## config.mk

```make
export PLATFORM = sky130hd
export DESIGN_NAME = if_stage
export DESIGN_NICKNAME = d
export VERILOG_FILES = /design/src/rtl/if_stage_pkg.sv /design/src/rtl/if_stage_id_reg.sv /design/src/rtl/if_stage.sv
export SDC_FILE = /design/constraint.sdc
export NUM_CORES = 1
export LEC_CHECK = 0
export BUFFER_PORTS_ARGS = -buffer_cell sky130_fd_sc_hd__buf_4
export CAP_MARGIN = 0
export CORE_AREA = 5 5 120 122
export CTS_CLUSTER_DIAMETER = 30
export CTS_CLUSTER_SIZE = 16
export DETAILED_ROUTE_END_ITERATION = 8
export DIE_AREA = 0 0 125 127
export HOLD_SLACK_MARGIN = 0.12
export PLACE_DENSITY = 0.74
export SETUP_SLACK_MARGIN = 0.4
export SYNTH_ARGS = -nofsm -noshare
export SYNTH_HDL_FRONTEND = slang
export SYNTH_SLANG_ARGS = --single-unit
```

## constraint.sdc

```tcl
create_clock -name Clk -period 1.86 [get_ports Clk]
set_input_delay 0.279 -clock Clk [delete_from_list [all_inputs] [get_ports Clk]]
set_output_delay 0.279 -clock Clk [all_outputs]
set_load 0.02 [all_outputs]
```

## src/rtl/if_stage_pkg.sv

```systemverilog
// if_stage_pkg: shared fetch constants, opcode values and fetch state type.
package if_stage_pkg;
   localparam logic [31:0] NOP_INSTR_C = 32'h0000_0013;
   localparam logic [31:0] RESET_PC_C  = 32'h0000_0000;
   localparam logic [31:0] PC_INC      = 32'd4;
   localparam logic [6:0]  OP_R        = 7'b0110011;
   localparam logic [6:0]  OP_I_ALU    = 7'b0010011;
   localparam logic [6:0]  OP_LUI      = 7'b0110111;
   localparam logic [6:0]  OP_LOAD     = 7'b0000011;
   localparam logic [6:0]  OP_STORE    = 7'b0100011;
   localparam logic [6:0]  OP_BRANCH   = 7'b1100011;
   localparam logic [6:0]  OP_JAL      = 7'b1101111;
   typedef enum logic {RUN, HALT} fetch_state_t;
endpackage

```

## src/rtl/if_stage_id_reg.sv

```systemverilog
// if_id_reg: IF/ID pipeline register with hold and flush-to-bubble controls.
module if_id_reg
   import if_stage_pkg::*;
#(
   parameter logic [31:0] NOP_INSTR = NOP_INSTR_C
) (
   input  logic        clk,
   input  logic        rst,
   input  logic        hold,
   input  logic        flush,
   input  logic [31:0] fetch_instr,
   input  logic [31:0] fetch_pc,
   output logic [31:0] instr,
   output logic [31:0] pc,
   output logic        valid
);
   // flush wins over hold so a redirect squashes the slot even while stalled
   always_ff @(posedge clk) begin
      if (rst) begin
         instr <= NOP_INSTR;
         pc    <= '0;
         valid <= 1'b0;
      end else if (flush) begin
         instr <= NOP_INSTR;
         valid <= 1'b0;
      end else if (!hold) begin
         instr <= fetch_instr;
         pc    <= fetch_pc;
         valid <= 1'b1;
      end
   end
endmodule

```

## src/rtl/if_stage.sv

```systemverilog
// if_stage: PC sequencing, redirect/stall handling, misaligned-target fault
// and fetch counting in front of the IF/ID register.
module if_stage
   import if_stage_pkg::*;
#(
   parameter logic [31:0] RESET_PC  = RESET_PC_C,
   parameter logic [31:0] NOP_INSTR = NOP_INSTR_C
) (
   input  logic        Clk,
   input  logic        Reset,
   input  logic        Stall,
   input  logic        Redirect,
   input  logic [31:0] Target,
   output logic [31:0] IMemAddr,
   input  logic [31:0] IMemData,
   output logic [31:0] Instr,
   output logic [31:0] PC_ID,
   output logic        Valid_ID,
   output logic        Fault,
   output logic [31:0] FetchCnt
);
   fetch_state_t state, state_next;
   logic [31:0] pc, pc_next;
   logic hold, flush, fetch;
   always_ff @(posedge Clk) begin
      if (Reset) begin
         state    <= RUN;
         pc       <= RESET_PC;
         FetchCnt <= '0;
      end else begin
         state    <= state_next;
         pc       <= pc_next;
         FetchCnt <= fetch ? FetchCnt + 32'd1 : FetchCnt;
      end
   end
   // HALT freezes the PC and keeps a bubble in IF/ID until reset
   always_comb begin
      state_next = state;
      pc_next    = pc;
      hold       = 1'b0;
      flush      = 1'b0;
      fetch      = 1'b0;
      if (state == HALT) flush = 1'b1;
      else if (Redirect) begin
         flush = 1'b1;
         if (Target[1:0] == 2'b00) pc_next = Target;
         else state_next = HALT;
      end else if (Stall) hold = 1'b1;
      else begin
         pc_next = pc + PC_INC;
         fetch   = 1'b1;
      end
   end
   assign IMemAddr = pc;
   assign Fault    = (state == HALT);
   if_id_reg #(.NOP_INSTR(NOP_INSTR)) u_if_id (
      .clk         (Clk),
      .rst         (Reset),
      .hold        (hold),
      .flush       (flush),
      .fetch_instr (IMemData),
      .fetch_pc    (pc),
      .instr       (Instr),
      .pc          (PC_ID),
      .valid       (Valid_ID)
   );
endmodule

```

* Word-level counts from Yosys, hierarchy flattened *
Index checks and enable logic that the tools add are counted.

word-level totals
  bits in registers = 130
  input port bits = 68
  output and inout bits = 130
  logic and storage cells = 31

cells by class
  add/sub/neg operators = 2
  equality and inequality tests = 2
  muxes and demuxes = 14
  bitwise gates (word level) = 3
  reductions and logical operators = 4

operators by type and width
  cell                     number
  $mux W32                 3
  $add A32 B1 Y32 const B  1
  $add A32 B3 Y32 const B  1
  $mux W1                  11
  $ne A2 B1 Y1 const B     2
  $not A1 Y1               3
  $reduce_and A3 Y1        1
  $logic_not A2 Y1         1
  $reduce_and A2 Y1        1
  $reduce_or A2 Y1         1

* Logic depth before layout (Yosys ltp) *
  word-level depth = 5
  mapped depth = 8
  gate-level depth less buffers = 6

* Modules after synthesis *
From an unflattened synthesis, not the netlist that was laid out.

unflattened totals
  cell total of the unflattened synthesis = 713
  area, all modules = 6055.8 um^2

by module, submodules not included
  module     times used  cells an instance  area each (um^2)
  if_stage   1           460                3545.9
  if_id_reg  1           253                2509.9

* Worst setup path before layout *
OpenSTA, ideal clock, no wires.

  kind = flip-flop to flip-flop
  start point = reg pc[2], in the netlist IMemAddr[2]
  end point = reg pc[28], in the netlist IMemAddr[28]
  library setup time = 91 ps
  arrival time = 2028 ps
  data required time = 1769 ps
  path slack = -259 ps
  cell stages (with the launch flop) = 7
  period minus slack after synthesis = 2119 ps
  cells stage by stage = dfxtp_1 > ha_1 > nand4_1 > nor4_4 > and3_1 > a211oi_1 > a311oi_1

between the ends
  longest elaborated chain between the ends = 3

ends and longest elaborated chain
  what                    line            text
  start, declared         if_stage.sv:23  logic [31:0] pc, pc_next;
  start signal, assigned  if_stage.sv:32  pc <= pc_next;
  $add A32 B3 Y32         if_stage.sv:50  pc_next = pc + PC_INC;
  $mux W32                if_stage.sv:48  end else if (Stall) hold = 1'b1;
  $mux W32                if_stage.sv:44  else if (Redirect) begin

Every way passes these cells. The select of a mux whose other input is x is not followed.
A chain may end at the register's enable or synchronous reset.

* Worst setup path in the final report *
  start point = reg pc[2], in the netlist IMemAddr[2]
  end point = reg pc[24], in the netlist IMemAddr[24]

Same word-level chain as after synthesis.

==> metrics.cfg <==
[job]
drv_cap=0

[final_layout]
register_area_sq_mm=0.002706
synthToLayoutAreaGrowth_pct=85.70
nNetsFinal=1123
multiInputGateArea_sq_mm=0.003839
layout.filler_cells=697
finish.instance_area_sq_mm=0.01068
drive_above_1_share_pct=51.97

[synth]
synthTopCellsByArea=sky130_fd_sc_hd__dfxtp_1, sky130_fd_sc_hd__nand2_1, sky130_fd_sc_hd__a21oi_1, sky130_fd_sc_hd__xnor2_1, sky130_fd_sc_hd__nor2_1
synth.avg_cell_area_sq_um=7.974
ys_seq_area_share_pct=45.27
synth_top_family_by_area=simple AND/OR/NAND/NOR gates
postSynthCellCount=721
post_synth_fa_ha_maj_area_fraction_pct=0.4353
synth.lib_cells_used.distinct=54
synth-compound-area-share_pct=16.39
synth-edff-count=0
synth_simple_gate_area_share_pct=28.20
netlist.top_cell.by_area=sky130_fd_sc_hd__dfxtp_1
yosys-mux-area-fraction_pct=1.219
synth-xor-area-share_pct=3.808
synth_top_area_share_pct=45.27
syn_area_sq_mm=0.005749
syn_nets=791
synth_seq_cells=130
postSynth.topFlopCell=sky130_fd_sc_hd__dfxtp_1
synth_async_sr_flop_share_pct=0
yosysWarnings=0

[route]
drcViolationCount=0
routed_wire_length_per_instance_um=20.64
vias_per_cell=5.820
detailedRoute.firstPassIterationCount=6
drt.antenna.violating_nets=0
via_count=7234
first_iter_violations=689
wl_mm=25.66

[timing]
setup_violators_final=9
timing.max_slew.rel_slack_pct=72.45
drv_slew=0
timing.clock.skew_ns=0.01155
layout_min_cycle_time_ns=1.996
finalHoldWorstSlack_ns=0.1206
timing_worst_slew_pin_value_ns=0.4097
timing.fmax_mhz=501.0
period_share_pct=107.3
timing.final.hold_violations=0
rsz0062_at_grt=true
postLayoutSetupSlackWorst_ns=-0.1361

[worst_setup_path]
critPathLaunchType=flop
critical_path.max_stage_delay_ns=0.48
worst-endpoint-required_ns=2.12
worstPathBufferInverterCount=1
cp-end-kind=flop
cp_cell_sequence=ha_4, nand4_1, nor4_4, buf_4, nand3_2, mux2i_1, o22ai_1
setup.worst_path.class=flop to flop
critPathTopFamily=simple AND/OR/NAND/NOR gates
critPathArrivalTime_ns=2.26
timing.critical_path.depth=7
timing.critical_path.fanout_max=5
timing.critical_path.slowest_stage_cell=sky130_fd_sc_hd__nor4_4
rr_worst_depth=7

[hold_path]
hp-class=input port to flop
timing.hold.worst_path_depth=3

[grt]
initial_antenna_violation_count=1
number_of_global_route_vias_before_repair=6759
globalRouteOverflowTotal=0
grt_pass1_wl_mm=34.16
grt_use_total_pct=26.20
pin_count_of_the_biggest_net_entering_global_routing=37

[power_and_ir_drop]
peakVddDrop_mv=0.5057
overall_power_after_layout_mw=7.496
powerDensity_mw_per_mm2=702.1
static-leakage-power_nw=4.851

[floorplanning]
chipHeight_um=127
die-area_sq_mm=0.01588
placeableCoreArea_sq_mm=0.01309
num_io_pins=198
placement_rows=42
chipWidth_um=125
initial_util_pct=43.94

[cts]
total_clock_sinks=130
path_clk_slew_ns=0.06
tritoncts=yes
tritoncts.num_buffers=17
clk_latency_ns=0.42
cts-htree-levels=4
cts-root-to-sink-buffers=2
cts_root_buffer=sky130_fd_sc_hd__clkbuf_16

[run_status]
failed_checks=setup timing
outcome=finished with violations

[placement]
port_buffers=197
dp_slack_ns=0.08261
post-dp-hpwl_mm=12.45
gp_congestion=0.8926
placed_cell_area_sq_mm=0.007829

## cells in the mapped netlist, types with 2 or more instances
cell,count
sky130_fd_sc_hd__a32oi_1,2
sky130_fd_sc_hd__nor4_1,8
sky130_fd_sc_hd__a311oi_1,4
sky130_fd_sc_hd__nand3_1,28
sky130_fd_sc_hd__xnor2_1,24
sky130_fd_sc_hd__buf_2,8
sky130_fd_sc_hd__a22o_1,3
sky130_fd_sc_hd__buf_4,2
sky130_fd_sc_hd__nand2_1,163
sky130_fd_sc_hd__and2_1,6
sky130_fd_sc_hd__a31oi_1,4
sky130_fd_sc_hd__and3_1,14
sky130_fd_sc_hd__buf_1,3
sky130_fd_sc_hd__nor4_4,2
sky130_fd_sc_hd__inv_1,16
sky130_fd_sc_hd__nor4b_1,2
sky130_fd_sc_hd__a32o_1,4
sky130_fd_sc_hd__or3_1,8
sky130_fd_sc_hd__nor3_1,18
sky130_fd_sc_hd__o31ai_1,3
sky130_fd_sc_hd__a21o_1,2
sky130_fd_sc_hd__o21ai_0,26
sky130_fd_sc_hd__ha_1,2
sky130_fd_sc_hd__a21oi_1,91
sky130_fd_sc_hd__clkbuf_1,38
sky130_fd_sc_hd__nand4_1,11
sky130_fd_sc_hd__and4_1,10
sky130_fd_sc_hd__o22ai_1,4
sky130_fd_sc_hd__o41ai_1,2
sky130_fd_sc_hd__a211oi_1,6
sky130_fd_sc_hd__nor4_2,2
sky130_fd_sc_hd__nor2_1,47
sky130_fd_sc_hd__a211o_1,2
sky130_fd_sc_hd__dfxtp_1,130
sky130_fd_sc_hd__mux2i_1,7
## what timing repair did
action,CTS,global route
resized for setup,108,148
cloned,7,3
pin swaps,59,83
endpoints found under the setup margin,88,125
hold endpoints to repair,25,0
hold buffers,25,0
setup buffers,61,31
## logic make-up after synthesis
group | after synthesis
AND/OR/NAND/NOR | 329
AO/OA/AOI/OAI | 161
flip-flops | 130
buffers and inverters | 67
XOR/XNOR | 25
multiplexers | 7
adder cells (fa/ha/maj) | 2
## final timing paths
path                    start                end  slack (ns)
max               IMemAddr[2]       IMemAddr[24]       -0.14
min              IMemData[10]  u_if_id.instr[10]        0.12
max reg2reg       IMemAddr[2]       IMemAddr[24]       -0.14
min reg2reg  u_if_id.instr[5]   u_if_id.instr[5]        0.45
## state kept, by name (all words and copies together) (netlist names)
register and flops:
Fault 1, FetchCnt 32, IMemAddr 32, u_if_id.instr 32, u_if_id.pc 32, u_if_id.valid 1
## cells in the final DEF (no fill, tap or decap), drive strengths merged, types with 2 or more instances in the layout
master | Yosys | routed
o22ai | 4 | 4
mux2i | 7 | 7
a21oi | 91 | 91
a211o | 2 | 2
o41ai | 2 | 2
nand3 | 30 | 30
xnor2 | 24 | 24
nor3 | 19 | 19
nor2 | 47 | 47
nand2 | 163 | 165
a32oi | 2 | 2
nor4b | 3 | 3
inv | 16 | 16
or3 | 8 | 8
clkinvlp | 0 | 2
nor4 | 12 | 12
nand4 | 13 | 13
a31oi | 4 | 4
and2 | 6 | 6
a311oi | 4 | 4
and3 | 14 | 14
o21ai | 26 | 26
clkinv | 0 | 3
dlygate4sd3 | 0 | 25
a22o | 3 | 3
a32o | 4 | 4
a21o | 2 | 2
and4 | 10 | 10
a211oi | 6 | 6
buf | 13 | 334
bufinv | 0 | 2
dfxtp | 130 | 130
ha | 2 | 2
clkbuf | 38 | 27
o31ai | 3 | 3
## worst reg2reg max path: stages (launching register included)
cell	delay, ns
sky130_fd_sc_hd__dfxtp_4	0.38
sky130_fd_sc_hd__ha_4	0.14
sky130_fd_sc_hd__nand4_1	0.21
sky130_fd_sc_hd__nor4_4	0.49
sky130_fd_sc_hd__buf_4	0.19
sky130_fd_sc_hd__nand3_2	0.07
sky130_fd_sc_hd__mux2i_1	0.23
sky130_fd_sc_hd__o22ai_1	0.14
## where the power goes
part	total (mW)	switching [mW]	internal [mW]
logic	1.08	0.577	0.505
registers	2.91	0.0753	2.84
clock network	3.50	1.30	2.21
## area by class of cell
type                       count  area share, %
sequential                   130          25.35
antenna                        1        0.02344
clock buffer                  25          4.852
timing repair buffer         362          30.32
clock inverter                 7         0.8789
multi-input combinational    526          35.95
inverter                      16         0.5625
tap                          176          2.063
## per-layer routing
layer  share of wire [%]  vias up  global-route usage (%)
met2                  48      447                   44.42
met1                  37     3452                   31.17
li1                    -     3200                       -
met3                 8.5      135                   6.553
met5                   0        -                       0
met4                 6.1        0                   12.76
## stage by stage
| step | std cells | setup TNS, ns | util, % |
|---|---|---|---|
| 2_1_floorplan | 721 | 0 | - |
| 3_3_place_gp | 1083 | 0 | 59.83 |
| 3_5_place_dp | 1083 | 0 | 59.83 |
| 4_1_cts | 1208 | 0 | 74.18 |
| 5_1_grt | 1243 | -1.086 | 81.59 |
| 6_report | 1243 | -0.2283 | 81.59 |
Power figures use the tool's default switching activity.
